`config.mk`:
```
export PLATFORM = sky130hd
export DESIGN_NAME = mem_port_arbiter
export DESIGN_NICKNAME = d
export VERILOG_FILES = /design/src/rtl/mem_arb_pkg.sv /design/src/rtl/owner_tag_fifo.sv /design/src/rtl/mem_port_arbiter.sv
export SDC_FILE = /design/constraint.sdc
export NUM_CORES = 1
export LEC_CHECK = 0
export ABC_AREA = 1
export ABC_CLOCK_PERIOD_IN_PS = 5150
export BUFFER_PORTS_ARGS = -buffer_cell sky130_fd_sc_hd__buf_2
export CAP_MARGIN = 15
export CORE_UTILIZATION = 25
export CTS_BUF_LIST = sky130_fd_sc_hd__clkbuf_4 sky130_fd_sc_hd__clkbuf_8
export DETAILED_ROUTE_END_ITERATION = 12
export GPL_ROUTABILITY_DRIVEN = 1
export PLACE_DENSITY = 0.49
export SLEW_MARGIN = 5
export SYNTH_ARGS = -nofsm -noshare
export SYNTH_HDL_FRONTEND = slang
export SYNTH_HIERARCHICAL = 1
export SYNTH_SLANG_ARGS = --single-unit
```
`constraint.sdc`:
```
create_clock -name i_clk -period 5.15 [get_ports i_clk]
set_input_delay 1.03 -clock i_clk [delete_from_list [all_inputs] [get_ports i_clk]]
set_output_delay 1.03 -clock i_clk [all_outputs]
set_load 0.1 [all_outputs]
```
`src/rtl/mem_arb_pkg.sv`:
```
// Shared types for the instruction/data memory port arbiter.
// Holds the FSM states, the owner tags and the holding-register layout.
package mem_arb_pkg;

    typedef enum logic {
        ST_IDLE  = 1'b0,
        ST_ISSUE = 1'b1
    } arb_state_e;

    localparam logic TAG_IF = 1'b0;
    localparam logic TAG_D  = 1'b1;

    typedef struct packed {
        logic [31:0] addr;
        logic        we;
        logic [3:0]  be;
        logic [31:0] wdata;
        logic        tag;
    } hold_t;

    // Fetches are always full-word reads.
    function automatic hold_t fetch_hold(input logic [31:0] addr);
        hold_t h;
        h.addr  = addr;
        h.we    = 1'b0;
        h.be    = 4'hF;
        h.wdata = 32'h0;
        h.tag   = TAG_IF;
        return h;
    endfunction

    function automatic hold_t data_hold(input logic [31:0] addr, input logic we,
                                        input logic [3:0] be, input logic [31:0] wdata);
        hold_t h;
        h.addr  = addr;
        h.we    = we;
        h.be    = be;
        h.wdata = wdata;
        h.tag   = TAG_D;
        return h;
    endfunction

endpackage

```
`src/rtl/owner_tag_fifo.sv`:
```
// In-order FIFO of 1-bit owner tags for memory transactions in flight.
// Push and pop may coincide, including when full.
module owner_tag_fifo #(
    parameter int unsigned DEPTH = 2
) (
    input  logic i_clk,
    input  logic i_reset,
    input  logic i_push,
    input  logic i_data,
    input  logic i_pop,
    output logic o_full,
    output logic o_empty,
    output logic o_head
);

    localparam int unsigned PtrW = (DEPTH > 1) ? $clog2(DEPTH) : 1;
    localparam int unsigned CntW = $clog2(DEPTH + 1);

    logic [DEPTH-1:0] mem_q, mem_d;
    logic [PtrW-1:0]  wr_q, wr_d, rd_q, rd_d;
    logic [CntW-1:0]  cnt_q, cnt_d;
    logic             do_push, do_pop;

    function automatic logic [PtrW-1:0] ptr_inc(input logic [PtrW-1:0] p);
        return (p == PtrW'(DEPTH - 1)) ? '0 : p + PtrW'(1);
    endfunction

    always_comb begin
        o_empty = (cnt_q == '0);
        o_full  = (cnt_q == CntW'(DEPTH));
        o_head  = mem_q[rd_q];
        do_pop  = i_pop && !o_empty;
        // A push at full only fits because the head leaves in the same cycle.
        do_push = i_push && (!o_full || do_pop);

        mem_d = mem_q;
        wr_d  = wr_q;
        rd_d  = rd_q;
        cnt_d = cnt_q;
        if (do_push) begin
            mem_d[wr_q] = i_data;
            wr_d        = ptr_inc(wr_q);
        end
        if (do_pop) begin
            rd_d = ptr_inc(rd_q);
        end
        unique case ({do_push, do_pop})
            2'b10:   cnt_d = cnt_q + CntW'(1);
            2'b01:   cnt_d = cnt_q - CntW'(1);
            default: cnt_d = cnt_q;
        endcase
    end

    always_ff @(posedge i_clk or posedge i_reset) begin
        if (i_reset) begin
            mem_q <= '0;
            wr_q  <= '0;
            rd_q  <= '0;
            cnt_q <= '0;
        end else begin
            mem_q <= mem_d;
            wr_q  <= wr_d;
            rd_q  <= rd_d;
            cnt_q <= cnt_d;
        end
    end

endmodule

```
`src/rtl/mem_port_arbiter.sv`:
```
// Shares one pipelined single-port memory between instruction fetch and data access,
// data-first with a starvation override for fetch; responses are routed by owner tag.
module mem_port_arbiter
    import mem_arb_pkg::*;
#(
    parameter int unsigned MAX_OUTST  = 2,
    parameter int unsigned STARVE_LIM = 4
) (
    input  logic        i_clk,
    input  logic        i_reset,
    input  logic        i_if_req,
    input  logic [31:0] i_if_addr,
    output logic        o_if_gnt,
    output logic        o_if_rvalid,
    output logic [31:0] o_if_rdata,
    input  logic        i_d_req,
    input  logic [31:0] i_d_addr,
    input  logic        i_d_we,
    input  logic [3:0]  i_d_be,
    input  logic [31:0] i_d_wdata,
    output logic        o_d_gnt,
    output logic        o_d_rvalid,
    output logic [31:0] o_d_rdata,
    output logic        o_mem_req,
    output logic [31:0] o_mem_addr,
    output logic        o_mem_we,
    output logic [3:0]  o_mem_be,
    output logic [31:0] o_mem_wdata,
    input  logic        i_mem_gnt,
    input  logic        i_mem_rvalid,
    input  logic [31:0] i_mem_rdata,
    output logic        o_busy,
    output logic        o_err
);

    localparam int unsigned StW = (STARVE_LIM > 0) ? $clog2(STARVE_LIM + 1) : 1;

    arb_state_e     state_q, state_d;
    hold_t          hold_q, hold_d;
    logic [StW-1:0] starve_q, starve_d;
    logic           err_q, err_d;

    logic fifo_full, fifo_empty, fifo_head;
    logic issuing, push, pop;
    logic if_win, capture;

    owner_tag_fifo #(
        .DEPTH (MAX_OUTST)
    ) u_owner_fifo (
        .i_clk   (i_clk),
        .i_reset (i_reset),
        .i_push  (push),
        .i_data  (hold_q.tag),
        .i_pop   (pop),
        .o_full  (fifo_full),
        .o_empty (fifo_empty),
        .o_head  (fifo_head)
    );

    always_comb begin
        issuing = (state_q == ST_ISSUE);
        if_win  = i_if_req && (!i_d_req || (starve_q == StW'(STARVE_LIM)));
        // Gating with reset keeps the grant pulses low while reset is held.
        capture = (state_q == ST_IDLE) && !fifo_full && (i_if_req || i_d_req) && !i_reset;
        push    = issuing && i_mem_gnt;
        pop     = i_mem_rvalid && !fifo_empty;
        err_d   = err_q || (i_mem_rvalid && fifo_empty);
    end

    always_comb begin
        state_d  = state_q;
        hold_d   = hold_q;
        starve_d = starve_q;
        unique case (state_q)
            ST_IDLE: begin
                if (capture) begin
                    state_d = ST_ISSUE;
                    if (if_win) begin
                        hold_d   = fetch_hold(i_if_addr);
                        starve_d = '0;
                    end else begin
                        hold_d = data_hold(i_d_addr, i_d_we, i_d_be, i_d_wdata);
                        if (!i_if_req) begin
                            starve_d = '0;
                        end else if (starve_q != StW'(STARVE_LIM)) begin
                            starve_d = starve_q + StW'(1);
                        end
                    end
                end
            end
            ST_ISSUE: begin
                if (i_mem_gnt) begin
                    state_d = ST_IDLE;
                end
            end
            default: state_d = ST_IDLE;
        endcase
    end

    always_ff @(posedge i_clk or posedge i_reset) begin
        if (i_reset) begin
            state_q  <= ST_IDLE;
            hold_q   <= '0;
            starve_q <= '0;
            err_q    <= 1'b0;
        end else begin
            state_q  <= state_d;
            hold_q   <= hold_d;
            starve_q <= starve_d;
            err_q    <= err_d;
        end
    end

    always_comb begin
        o_if_gnt    = capture && if_win;
        o_d_gnt     = capture && !if_win;

        o_mem_req   = issuing;
        o_mem_addr  = issuing ? hold_q.addr  : '0;
        o_mem_we    = issuing ? hold_q.we    : 1'b0;
        o_mem_be    = issuing ? hold_q.be    : '0;
        o_mem_wdata = issuing ? hold_q.wdata : '0;

        o_if_rvalid = pop && (fifo_head == TAG_IF);
        o_d_rvalid  = pop && (fifo_head == TAG_D);
        o_if_rdata  = o_if_rvalid ? i_mem_rdata : '0;
        o_d_rdata   = o_d_rvalid  ? i_mem_rdata : '0;

        o_busy      = issuing || !fifo_empty;
        o_err       = err_q;
    end

endmodule

```
# Yosys cells after proc, flatten, opt, wreduce, memory -nomap -nowiden
# Index checks and enable logic that the tools add are counted.
[totals] reg_bits=81 input_bits=139 elab_cells=77
[classes] addsub=5 n_lt_le_gt_ge=3 n_eq_ne=6 mux=21 n_bitwise=2 reduce_logical=28
[op_table] op="$mux W32" n=4
[op_table] op="$mux W70" n=1
[op_table] op="$logic_and A1 B1 Y1" n=14
[op_table] op="$mux W3" n=3
[op_table] op="$mux W1" n=8
[op_table] op="$logic_not A1 Y1" n=5
[op_table] op="$logic_or A1 B1 Y1" n=5
[op_table] op="$eq A2 B2 Y1 const B" n=2
[op_table] op="$lt A1 B2 Y1 const B" n=2
[op_table] op="$mux W4" n=1
[op_table] op="$pmux W2 S2" n=1
[op_table] op="$add A3 B1 Y3 const B" n=1
[op_table] op="$eq A3 B3 Y1 const B" n=1
[op_table] op="$ne A3 B1 Y1 const B" n=1
[op_table] op="$ne A3 B3 Y1 const B" n=1
[op_table] op="$reduce_and A3 Y1" n=1
[op_table] op="$add A1 B1 Y1 const B" n=2
[op_table] op="$add A2 B1 Y2 const B" n=1
[op_table] op="$bwmux W2" n=1
[op_table] op="$eq A2 B1 Y1 const B" n=1
[op_table] op="$logic_not A2 Y1" n=1
[op_table] op="$not A1 Y1" n=2
[op_table] op="$pmux W1 S2" n=1
[op_table] op="$reduce_and A2 Y1" n=1
[op_table] op="other kinds (4)" n=4

# Depth between registers and ports, before layout
# Gate-level depths: netlist of the first run.
[depth] word_depth=8 mapped_depth=11

# Hierarchy
# The synthesis of the first run kept the hierarchy.
[by_module_without_submodules] mod="mem_port_arbiter" n_inst=1 cells_each=698 area_per_inst_um2=4390.5 seq_area_each_um2=1876.8
[by_module_without_submodules] mod="owner_tag_fifo" n_inst=1 cells_each=41 area_per_inst_um2=370.4 seq_area_each_um2=150.1

# Worst setup path after synthesis of the first run
# No wires, ideal clock.
[synth_timing] kind="in2out" startpoint="in i_mem_rvalid" endpoint="out o_if_rdata[10]" arrival_ns=5.053 required_ns=4.120 path_slack_ns=-0.933 cell_stages=5 n_path_buf=1 path_cell_list="inv_1 nor3_1 inv_1 clkbuf_1 nor2_1"
[synth_via] elab_chain_len=3
[synth_lines] element="start: declaration" line_no="mem_port_arbiter.sv:30" rtl="input logic i_mem_rvalid,"
[synth_lines] element="$logic_and A1 B1 Y1" line_no="mem_port_arbiter.sv:66" rtl="pop = i_mem_rvalid && !fifo_empty;"
[synth_lines] element="$logic_and A1 B1 Y1" line_no="mem_port_arbiter.sv:124" rtl="o_if_rvalid = pop && (fifo_head == TAG_IF);"
[synth_lines] element="via o_if_rvalid" line_no="mem_port_arbiter.sv:14" rtl="output logic o_if_rvalid,"
[synth_lines] element="$mux W32" line_no="mem_port_arbiter.sv:126" rtl="o_if_rdata = o_if_rvalid ? i_mem_rdata : '0;"
[synth_lines] element="end: declaration" line_no="mem_port_arbiter.sv:15" rtl="output logic [31:0] o_if_rdata,"
# The timed path passes the listed nets, and every way through them passes these cells.

# Worst setup path in the final report of the first run
[layout_timing] startpoint="in i_mem_rvalid" endpoint="out o_d_rdata[9]"
[layout_via] elab_chain_len=3
[layout_lines] element="$logic_and A1 B1 Y1" line_no="mem_port_arbiter.sv:66"
[layout_lines] element="via pop" line_no="mem_port_arbiter.sv:44" rtl="logic issuing, push, pop;"
[layout_lines] element="$logic_and A1 B1 Y1" line_no="mem_port_arbiter.sv:125" rtl="o_d_rvalid = pop && (fifo_head == TAG_D);"
[layout_lines] element="$mux W32" line_no="mem_port_arbiter.sv:127" rtl="o_d_rdata = o_d_rvalid ? i_mem_rdata : '0;"
[layout_lines] element="end: declaration" line_no="mem_port_arbiter.sv:23" rtl="output logic [31:0] o_d_rdata,"
# The timed path passes the listed nets, and every way through them passes these cells.

==> results of run 1 <==
-- path summary, 6_finish.rpt --
| check | start | to | slack (ns) | cells after the start |
|---|---|---|---|---|
| worst min-delay path | o_err$_DFF_PP0_ | o_err$_DFF_PP0_ | 0.47 | 1 |
| worst max register to register | starve_q[0]$_DFFE_PP0P_ | hold_q[52]$_DFFE_PP0P_ | 2.70 | 10 |
| min in group asynchronous | i_reset | u_owner_fifo/cnt_q[1]$_DFFE_PP0P_ | 0.59 | 2 |
| max in group asynchronous | i_reset | hold_q[10]$_DFFE_PP0P_ | 3.45 | 3 |
| worst min register to register | o_err$_DFF_PP0_ | o_err$_DFF_PP0_ | 0.47 | 1 |
| worst max-delay path | i_mem_rvalid | o_d_rdata[9] | 1.26 | 6 |
-- cells in the final DEF, fill, tap and decap left out, types with 3 or more instances in the layout --
cell	Yosys	layout
clkbuf_8	0	9
inv_6	0	3
nand2_4	6	6
nand2_2	3	4
inv_2	5	5
o21ai_0	9	9
nor2_1	71	71
buf_2	18	276
nand2_1	321	320
nand3_1	69	69
dfrtp_1	81	80
inv_1	115	114
buf_4	1	7
-- routing by layer --
metal	GRT usage [%]	part of all wire (%)	wire, µm
met4	6.25	1.8	286
met2	29.3	50	7880
met3	4.51	6.5	1020
met5	0	0.11	17
met1	17.6	42	6660
-- where the power goes --
group	switching [mW]	leakage (nW)	internal, mW
Sequential	0.202	1.01	0.942
Combinational	2.72	3.46	0.518
Clock	0.274	0.103	0.233
-- worst max-delay path, stage by stage --
cell and delay, ns:
buf_2 0.09, inv_1 0.05, nor2_1 0.28, nand2_1 0.66, nor2_1 0.27, buf_2 0.46
-- layout make-up --
| type | count | share of cell area [%] |
|---|---|---|
| clock buffers | 9 | 1.89 |
| inverters | 121 | 7.07 |
| repair buffers | 285 | 22.5 |
| flip-flops and latches | 81 | 31.0 |
| multi-input cells | 494 | 31.9 |
| well taps | 234 | 4.47 |
| clock inverters | 7 | 1.28 |
-- flip-flops by register name, summed over array words and instances, names as in the netlist --
register	cells
u_owner_fifo/wr_q	1
o_err	1
hold_q	70
u_owner_fifo/mem_q	2
u_owner_fifo/rd_q	1
starve_q	3
u_owner_fifo/cnt_q	2
o_mem_req	1
-- metrics by stage --
stage                     instances  setup WS [ns]  instance area (µm²)  hold WS, ns
after floorplan                 739         0.0663                 4770        0.449
after global routing           1231           1.01                 6550        0.497
after CTS                      1231           1.26                 6550        0.476
after detailed placement       1215           1.26                 6340        0.452
after global placement         1215           1.36                 6340        0.441
final                          1231           1.26                 6550        0.474
-- cell families after synthesis --
kind of cell | count (synthesis) | share of synthesized area (%)
buffers and inverters | 164 | 13.7
xor gates and xnor gates | 2 | 0.368
and+or+nand+nor | 475 | 40.8
AOI/OAI and AO/OA | 14 | 1.76
DFF | 81 | 42.6
adders and majority gates | 2 | 0.526
muxes | 1 | 0.237
==> flow_metrics.env, run 1 <==
export IMPL_finalSetupTns_ns=0
export IMPL_hp_class="flip-flop to flip-flop"
export IMPL_synth_cell_types=27
export IMPL_start_util_pct=25.5
export IMPL_synth_cells_most_frequent="nand2_1 (321), inv_1 (115), dfrtp_1 (81), nor2_1 (71), nand3_1 (69)"
export IMPL_start_kind="input port"
export IMPL_post_route_period_util_pct=75.5
export IMPL_n_antenna_cell=0
export IMPL_ctsResizeCount=0
export IMPL_viasPerCell=4.24
export IMPL_synth_area_leader_cell="dfrtp_1"
export IMPL_synth_seq_cells=81
export IMPL_maxCapViolCount=0
export IMPL_cp_arrival_ns=2.86
export IMPL_seq_area_um2=2030
export IMPL_yosysMostFrequentCell="nand2_1"
export IMPL_htree_num_levels=3
export IMPL_rows=50
export IMPL_numPortBuffers=278
export IMPL_cts_buffer_depth=2
export IMPL_dp_hpwl_um=11200
export IMPL_critical_path_class="input port to output pin"
export IMPL_drv_slew=0
export IMPL_antenna_found_initial=1
export IMPL_dr_pass1_iters=5
export IMPL_routedWlPerCell_um=12.9
export IMPL_synth_top_cell_area_share_pct=42.6
export IMPL_syn_area_um2=4760
export IMPL_synthTopCellsByArea="dfrtp_1 (43%), nand2_1 (25%), inv_1 (9.1%)"
export IMPL_hold_buffers=0
export IMPL_ant_nets=0
export IMPL_tightest_slew_ns=1.02
export IMPL_yosys_warnings=6
export IMPL_numCtsBuffers=9
export IMPL_synthCells=739
export IMPL_power_leakage_nw=4.57
export IMPL_cp_max_fo=33
export IMPL_layout_nets=1133
export IMPL_cts_setup_buffers=0
export IMPL_io_pins=279
export IMPL_hold_viol=0
export IMPL_chipHeight_um=140
export IMPL_synth_edf_count=0
export IMPL_max_slew_margin_pct=32.1
export IMPL_core_um2=18700
export IMPL_grt_usage_pct=16.1
export IMPL_power_density_nw_per_um2=747
export IMPL_die_area_um2=19600
export IMPL_num_vias=5221
export IMPL_finalPower_mw=4.89
export IMPL_grt_pass1_wl_um=24500
export IMPL_syn_num_nets=880
export IMPL_yosysSeqAreaShare_pct=42.6
export IMPL_fin_util_pct=35.0
export IMPL_grt_max_degree=76
export IMPL_worstSkewPairLatency_ns=0.37
export IMPL_clkSinkCount=81
export IMPL_async_flop_share_pct=100
export IMPL_fin_worst_skew_ns=0.0103
export IMPL_avgSynthCellArea_um2=6.44
export IMPL_cts_tree="yes"
export IMPL_multi_input_area_um2=2090
export IMPL_drt_iter0_drc=155
export IMPL_rsz0062_at_grt="no"
export IMPL_gr_total_overflow=0
export IMPL_die_x_um=140
export IMPL_required_ns=4.12
export IMPL_grt_pass1_vias=4836
export IMPL_syn_to_final_growth_pct=37.6
export IMPL_vdd_ir_drop_max_v=0.000249
export IMPL_drive_gt1_share_pct=32.6
export IMPL_clock_root_buffer="clkbuf_8"
export IMPL_synthFlopType="dfrtp_1"
export IMPL_drc=0
export IMPL_fmax_ghz=0.257
export IMPL_end_kind="output pin"
export IMPL_globalplace_congestion=0.745
export IMPL_drt_wl_total_um=15900
export IMPL_path_clk_slew_ns=0.10
export IMPL_status="finished, final reports clean"
export IMPL_fillers=2079
export IMPL_setup_violations_final=0
export IMPL_min_period_ns=3.89
(Power assumes the default switching activity.)
==> run 2, diff against run 1 <==
--- a/config.mk
+++ b/config.mk
@@ -6,7 +6,7 @@
 export NUM_CORES = 1
 export LEC_CHECK = 0
 export ABC_AREA = 1
-export ABC_CLOCK_PERIOD_IN_PS = 5150
+export ABC_CLOCK_PERIOD_IN_PS = 3810
 export BUFFER_PORTS_ARGS = -buffer_cell sky130_fd_sc_hd__buf_2
 export CAP_MARGIN = 15
 export CORE_UTILIZATION = 25
==> constraint.sdc (replaced) <==
create_clock -name i_clk -period 3.81 [get_ports i_clk]
set_input_delay 0.762 -clock i_clk [delete_from_list [all_inputs] [get_ports i_clk]]
set_output_delay 0.762 -clock i_clk [all_outputs]
set_load 0.1 [all_outputs]
==> run 2 against run 1 <==
Compared with the run above:
- hold slack got worse by 0.12 ns
- via count decreased by 2.4%
- critical path depth increased by 2
- design area increased by 1.5%
- power increased by 36%
- combinational power increased by 37%
- register-to-register slack got worse by 1.1 ns
- first-iteration DRC count decreased by 26%
- clock skew increased by 0.0022 ns
- setup slack got worse by 0.67 ns
- flip-flop and latch count unchanged
- clock-buffer cell count unchanged
- critical endpoint is now o_d_rdata[30]
==> flow_metrics.env, run 2 (synthesis results as in run 1) <==
export IMPL_dp_hpwl_um=10700
export IMPL_r2r_start="o_mem_req$_DFF_PP0_"
export IMPL_syn_to_final_growth_pct=39.7
export IMPL_cts_buffer_depth=2
export IMPL_ant_nets=0
export IMPL_dp_cells=1220
export IMPL_setup_violations_final=0
export IMPL_hp_class="input port to asynchronous set/reset pin"
export IMPL_r2r_cells=10
export IMPL_n_antenna_cell=0
export IMPL_clkSinkCount=81
export IMPL_numCtsBuffers=9
export IMPL_layout_nets=1138
export IMPL_multi_input_area_um2=2180
export IMPL_post_route_period_util_pct=84.3
export IMPL_dr_pass1_iters=4
export IMPL_status="finished, final reports clean"
export IMPL_fin_ws_ns=0.596
export IMPL_start_util_pct=25.5
export IMPL_cts_setup_buffers=0
export IMPL_required_ns=3.05
export IMPL_rsz0062_at_grt="no"
export IMPL_grt_pass1_vias=4885
export IMPL_htree_num_levels=3
export IMPL_viasPerCell=4.12
export IMPL_vdd_ir_drop_max_v=0.000354
export IMPL_power_density_nw_per_um2=998
export IMPL_final_common_cell="nand2_1"
export IMPL_fin_worst_skew_ns=0.0125
export IMPL_finalSetupTns_ns=0
export IMPL_hold_viol=0
export IMPL_cp_arrival_ns=2.45
export IMPL_grt_pass1_wl_um=24300
export IMPL_largest_reg_flops=70
export IMPL_maxCapViolCount=0
export IMPL_layout_common_cells="nand2_1 (320), buf_2 (278), inv_1 (114)"
export IMPL_drv_slew=0
export IMPL_reg_top3="hold_q x70, starve_q x3"
export IMPL_rows=50
export IMPL_placed_area_um2=6440
export IMPL_fin_util_pct=35.6
export IMPL_hold_buffers=0
export IMPL_fillers=2078
export IMPL_tightest_slew_ns=0.773
export IMPL_drt_iter0_drc=114
export IMPL_pre_cts_slack_ns=0.747
export IMPL_num_vias=5098
export IMPL_globalplace_congestion=0.715
export IMPL_start_kind="flip-flop"
export IMPL_core_um2=18700
export IMPL_chipHeight_um=140
export IMPL_routedWlPerCell_um=12.1
export IMPL_reg2reg_to="u_owner_fifo/cnt_q[1]$_DFFE_PP0P_"
export IMPL_grt_max_degree=71
export IMPL_die_x_um=140
export IMPL_seq_area_um2=2030
export IMPL_finalPower_mw=6.64
export IMPL_gr_total_overflow=0
export IMPL_fmax_ghz=0.311
export IMPL_r2r_slack_ns=1.64
export IMPL_max_slew_margin_pct=48.4
export IMPL_antenna_found_initial=0
export IMPL_io_pins=279
export IMPL_worstSkewPairLatency_ns=0.36
export IMPL_min_period_ns=3.21
export IMPL_critical_path_class="flip-flop to output pin"
export IMPL_grt_usage_pct=15.6
export IMPL_end_kind="output pin"
export IMPL_whs_ns=0.352
export IMPL_stdcell_count=1236
export IMPL_numPortBuffers=278
export IMPL_cts_tree="yes"
export IMPL_ctsResizeCount=0
export IMPL_design_area_um2=6650
export IMPL_die_area_um2=19600
export IMPL_drive_gt1_share_pct=36.3
export IMPL_drc=0
export IMPL_path_clk_slew_ns=0.09
export IMPL_top_register="hold_q"
export IMPL_cp_max_fo=28
export IMPL_drt_wl_total_um=15000
export IMPL_clock_root_buffer="clkbuf_8"
export IMPL_power_leakage_nw=4.58
run 2: changes by cell type in the layout (fill, tap and decap cells not counted), sizes merged:
cell / before / now
buf: 285 / 290
clkinv: 2 / 1
clkinvlp: 2 / 3
run 2: critical path, cell delays in order (launching register included):
cell	delay [ns]
dfrtp_1	0.44
inv_2	0.07
nand2_4	0.08
inv_1	0.10
nor2_1	0.32
nand2_1	0.26
buf_4	0.28
nor2_1	0.11
buf_2	0.43
run 2: layer usage:
| metal | part of all wire (%) | wire length, µm | vias up | track usage [%] |
|---|---|---|---|---|
| li1 | - | - | 2679 | - |
| met1 | 46 | 6910 | 2233 | 19.2 |
| met2 | 47 | 7060 | 180 | 27.2 |
| met3 | 6.2 | 927 | 6 | 4.10 |
| met4 | 0.66 | 99 | 0 | 3.82 |
| met5 | 0 | 0 | - | 0 |
run 2: how the worst max path moves through the flow:
stage / start / to / slack, ns / depth (start not counted)
6_report: u_owner_fifo/cnt_q[1]$_DFFE_PP0P_ / o_d_rdata[30] / 0.60 / 8
5_1_grt: u_owner_fifo/cnt_q[0]$_DFFE_PP0P_ / o_d_rdata[16] / 0.41 / 8
4_1_cts: u_owner_fifo/cnt_q[1]$_DFFE_PP0P_ / o_d_rdata[30] / 0.55 / 8
3_5_place_dp: i_mem_rvalid / o_d_rdata[30] / 0.75 / 7
3_3_place_gp: i_mem_rvalid / o_d_rdata[22] / 0.80 / 7
2_1_floorplan: i_reset / o_d_gnt / -0.03 / 7
run 2: cell type report:
| class | instances | share of cell area, % |
|---|---|---|
| Tap cell | 234 | 4.40 |
| Timing Repair Buffer | 290 | 22.3 |
| Clock inverter | 7 | 1.28 |
| Inverter | 121 | 6.96 |
| Sequential cell | 81 | 30.5 |
| Clock buffer | 9 | 1.86 |
| Multi-Input combinational cell | 494 | 32.7 |
run 2: power by group:
group          internal, mW  total [mW]  leakage, nW  switching [mW]
logic                 0.713        4.43         3.47            3.72
clock network         0.317       0.671        0.100           0.354
registers              1.27        1.54         1.01           0.263
==> run 3, diff against run 2 <==
--- a/config.mk
+++ b/config.mk
@@ -6,14 +6,14 @@
 export NUM_CORES = 1
 export LEC_CHECK = 0
 export ABC_AREA = 1
-export ABC_CLOCK_PERIOD_IN_PS = 3810
+export ABC_CLOCK_PERIOD_IN_PS = 2700
 export BUFFER_PORTS_ARGS = -buffer_cell sky130_fd_sc_hd__buf_2
 export CAP_MARGIN = 15
 export CORE_UTILIZATION = 25
 export CTS_BUF_LIST = sky130_fd_sc_hd__clkbuf_4 sky130_fd_sc_hd__clkbuf_8
 export DETAILED_ROUTE_END_ITERATION = 12
 export GPL_ROUTABILITY_DRIVEN = 1
-export PLACE_DENSITY = 0.49
+export PLACE_DENSITY = 0.51
 export SLEW_MARGIN = 5
 export SYNTH_ARGS = -nofsm -noshare
 export SYNTH_HDL_FRONTEND = slang
==> constraint.sdc (replaced) <==
create_clock -name i_clk -period 2.7 [get_ports i_clk]
set_input_delay 0.54 -clock i_clk [delete_from_list [all_inputs] [get_ports i_clk]]
set_output_delay 0.54 -clock i_clk [all_outputs]
set_load 0.1 [all_outputs]
==> run 3 against run 2 <==
Compared with the run above:
- largest power group unchanged
- combinational power grew 53%
- global-route usage grew 0.34 points
- critical path depth down 2
- clock skew decreased by 0.0066 ns
- setup slack lost 0.50 ns
- hold slack worse by 0.24 ns
- clock power is 41% higher
- highest routed layer unchanged
- sequential share of layout area is 2.8 points lower
- final cell count about the same
- routed wire length up 2.1%
==> flow_metrics.env, run 3 (synthesis results as in run 1) <==
export IMPL_die_area_um2=19600
export IMPL_grt_max_degree=76
export IMPL_syn_to_final_growth_pct=54.1
export IMPL_numPortBuffers=278
export IMPL_worst_path_stages=6
export IMPL_critical_path_class="flip-flop to output pin"
export IMPL_path_clk_slew_ns=0.09
export IMPL_maxCapViolCount=0
export IMPL_layout_nets=1139
export IMPL_power_leakage_nw=4.71
export IMPL_cts_tree="yes"
export IMPL_ant_nets=0
export IMPL_crit_family="buffers and inverters"
export IMPL_drt_iter0_drc=168
export IMPL_grt_pass1_wl_um=24700
export IMPL_tightest_slew_ns=0.990
export IMPL_n_antenna_cell=0
export IMPL_setup_violations_final=0
export IMPL_cts_setup_buffers=0
export IMPL_min_period_ns=2.60
export IMPL_max_slew_margin_pct=34.0
export IMPL_die_x_um=140
export IMPL_io_pins=279
export IMPL_viasPerCell=4.20
export IMPL_cp_slowest_cell="buf_2"
export IMPL_gr_total_overflow=0
export IMPL_required_ns=2.16
export IMPL_globalplace_congestion=0.774
export IMPL_core_um2=18700
export IMPL_max_stage_delay_ns=0.42
export IMPL_fmax_ghz=0.385
export IMPL_rsz0062_at_grt="no"
export IMPL_path_cells="mux2_4, nor3_4, inv_2, buf_12, nor2_4, buf_2"
export IMPL_reg_top3="hold_q x70, starve_q x3"
export IMPL_post_route_period_util_pct=96.3
export IMPL_end_kind="output pin"
export IMPL_finalSetupTns_ns=0
export IMPL_htree_num_levels=3
export IMPL_grt_usage_pct=16.0
export IMPL_layout_common_cells="nand2_1 (320), buf_2 (243), inv_1 (113)"
export IMPL_whs_ns=0.113
export IMPL_cts_buffer_depth=2
export IMPL_chipHeight_um=140
export IMPL_routedWlPerCell_um=12.4
export IMPL_drc=0
export IMPL_cp_max_fo=32
export IMPL_top_register="hold_q"
export IMPL_final_common_cell="nand2_1"
export IMPL_dp_cells=1221
export IMPL_dp_hpwl_um=11100
export IMPL_drv_slew=0
export IMPL_r2r_cells=10
export IMPL_fin_worst_skew_ns=0.00590
export IMPL_vdd_ir_drop_max_v=0.000514
export IMPL_fillers=1992
export IMPL_hp_class="input port to asynchronous set/reset pin"
export IMPL_dr_pass1_iters=4
export IMPL_start_kind="flip-flop"
export IMPL_drt_wl_total_um=15300
export IMPL_critPathBufInv=3
export IMPL_placed_area_um2=7120
export IMPL_numCtsBuffers=9
export IMPL_cp_arrival_ns=2.06
export IMPL_design_area_um2=7340
export IMPL_power_density_nw_per_um2=1340
export IMPL_fin_util_pct=39.2
export IMPL_hold_viol=0
export IMPL_rows=50
export IMPL_stdcell_count=1237
export IMPL_antenna_found_initial=0
export IMPL_grt_pass1_vias=4929
export IMPL_largest_reg_flops=70
export IMPL_status="finished, final reports clean"
export IMPL_worstSkewPairLatency_ns=0.35
export IMPL_start_util_pct=25.5
export IMPL_clkSinkCount=81
export IMPL_clock_root_buffer="clkbuf_8"
export IMPL_num_vias=5198
export IMPL_drive_gt1_share_pct=36.5
run 3: area by class of cell:
type / count / area [µm²] / share of cell area (%)
Tap cell: 234 / 293 / 3.99
Clock inverter: 4 / 51.3 / 0.699
Inverter: 121 / 463 / 6.31
Multi-Input combinational cell: 494 / 2340 / 31.9
Timing Repair Buffer: 291 / 2000 / 27.3
Sequential cell: 81 / 2030 / 27.6
Clock buffer: 12 / 159 / 2.17
run 3: path summary, 6_finish.rpt:
| check | from | endpoint | slack, ns |
|---|---|---|---|
| min reg2reg | o_err$_DFF_PP0_ | o_err$_DFF_PP0_ | 0.47 |
| max | u_owner_fifo/rd_q$_DFFE_PP0P_ | o_if_rdata[11] | 0.10 |
| max reg2reg | starve_q[0]$_DFFE_PP0P_ | hold_q[47]$_DFFE_PP0P_ | 0.72 |
| min in group i_clk | i_d_wdata[16] | hold_q[17]$_DFFE_PP0P_ | 0.40 |
| min | i_reset | u_owner_fifo/rd_q$_DFFE_PP0P_ | 0.11 |
| max in group asynchronous | i_reset | o_mem_req$_DFF_PP0_ | 1.47 |
run 3: layer usage:
metal  vias up  track usage, %  share of wire [%]
li1       2678               -                  -
met1      2320            18.6                 42
met2       191            28.5                 50
met3         9            3.90                7.3
met5         -               0                  0
met4         0            5.38               0.88
run 3: repair_timing:
action                     in CTS  in global routing
gates resized for setup         0                  2
hold buffers                    0                  0
setup endpoints to repair       0                  2
run 3: worst reg2reg max path: cells and delay by family (launching register included):
family        cells  cell delay (ns)
simple gates      7             0.70
buf+inv           2             0.66
flops             1             0.37
fa+ha+maj         1             0.19
run 3: through the flow:
stage | setup WS, ns | total power [mW]
6_report | 0.100 | 9.84
3_5_place_dp | 0.420 | 8.96
3_3_place_gp | 0.441 | 8.94
4_1_cts | 0.0424 | 9.96
5_1_grt | 0.00136 | 10.4
2_1_floorplan | -0.386 | 7.70
run 3: report_power, final:
group | switching (mW) | internal (mW)
registers | 0.334 | 1.80
logic | 5.43 | 1.33
clock network | 0.454 | 0.489
total | 6.22 | 3.62
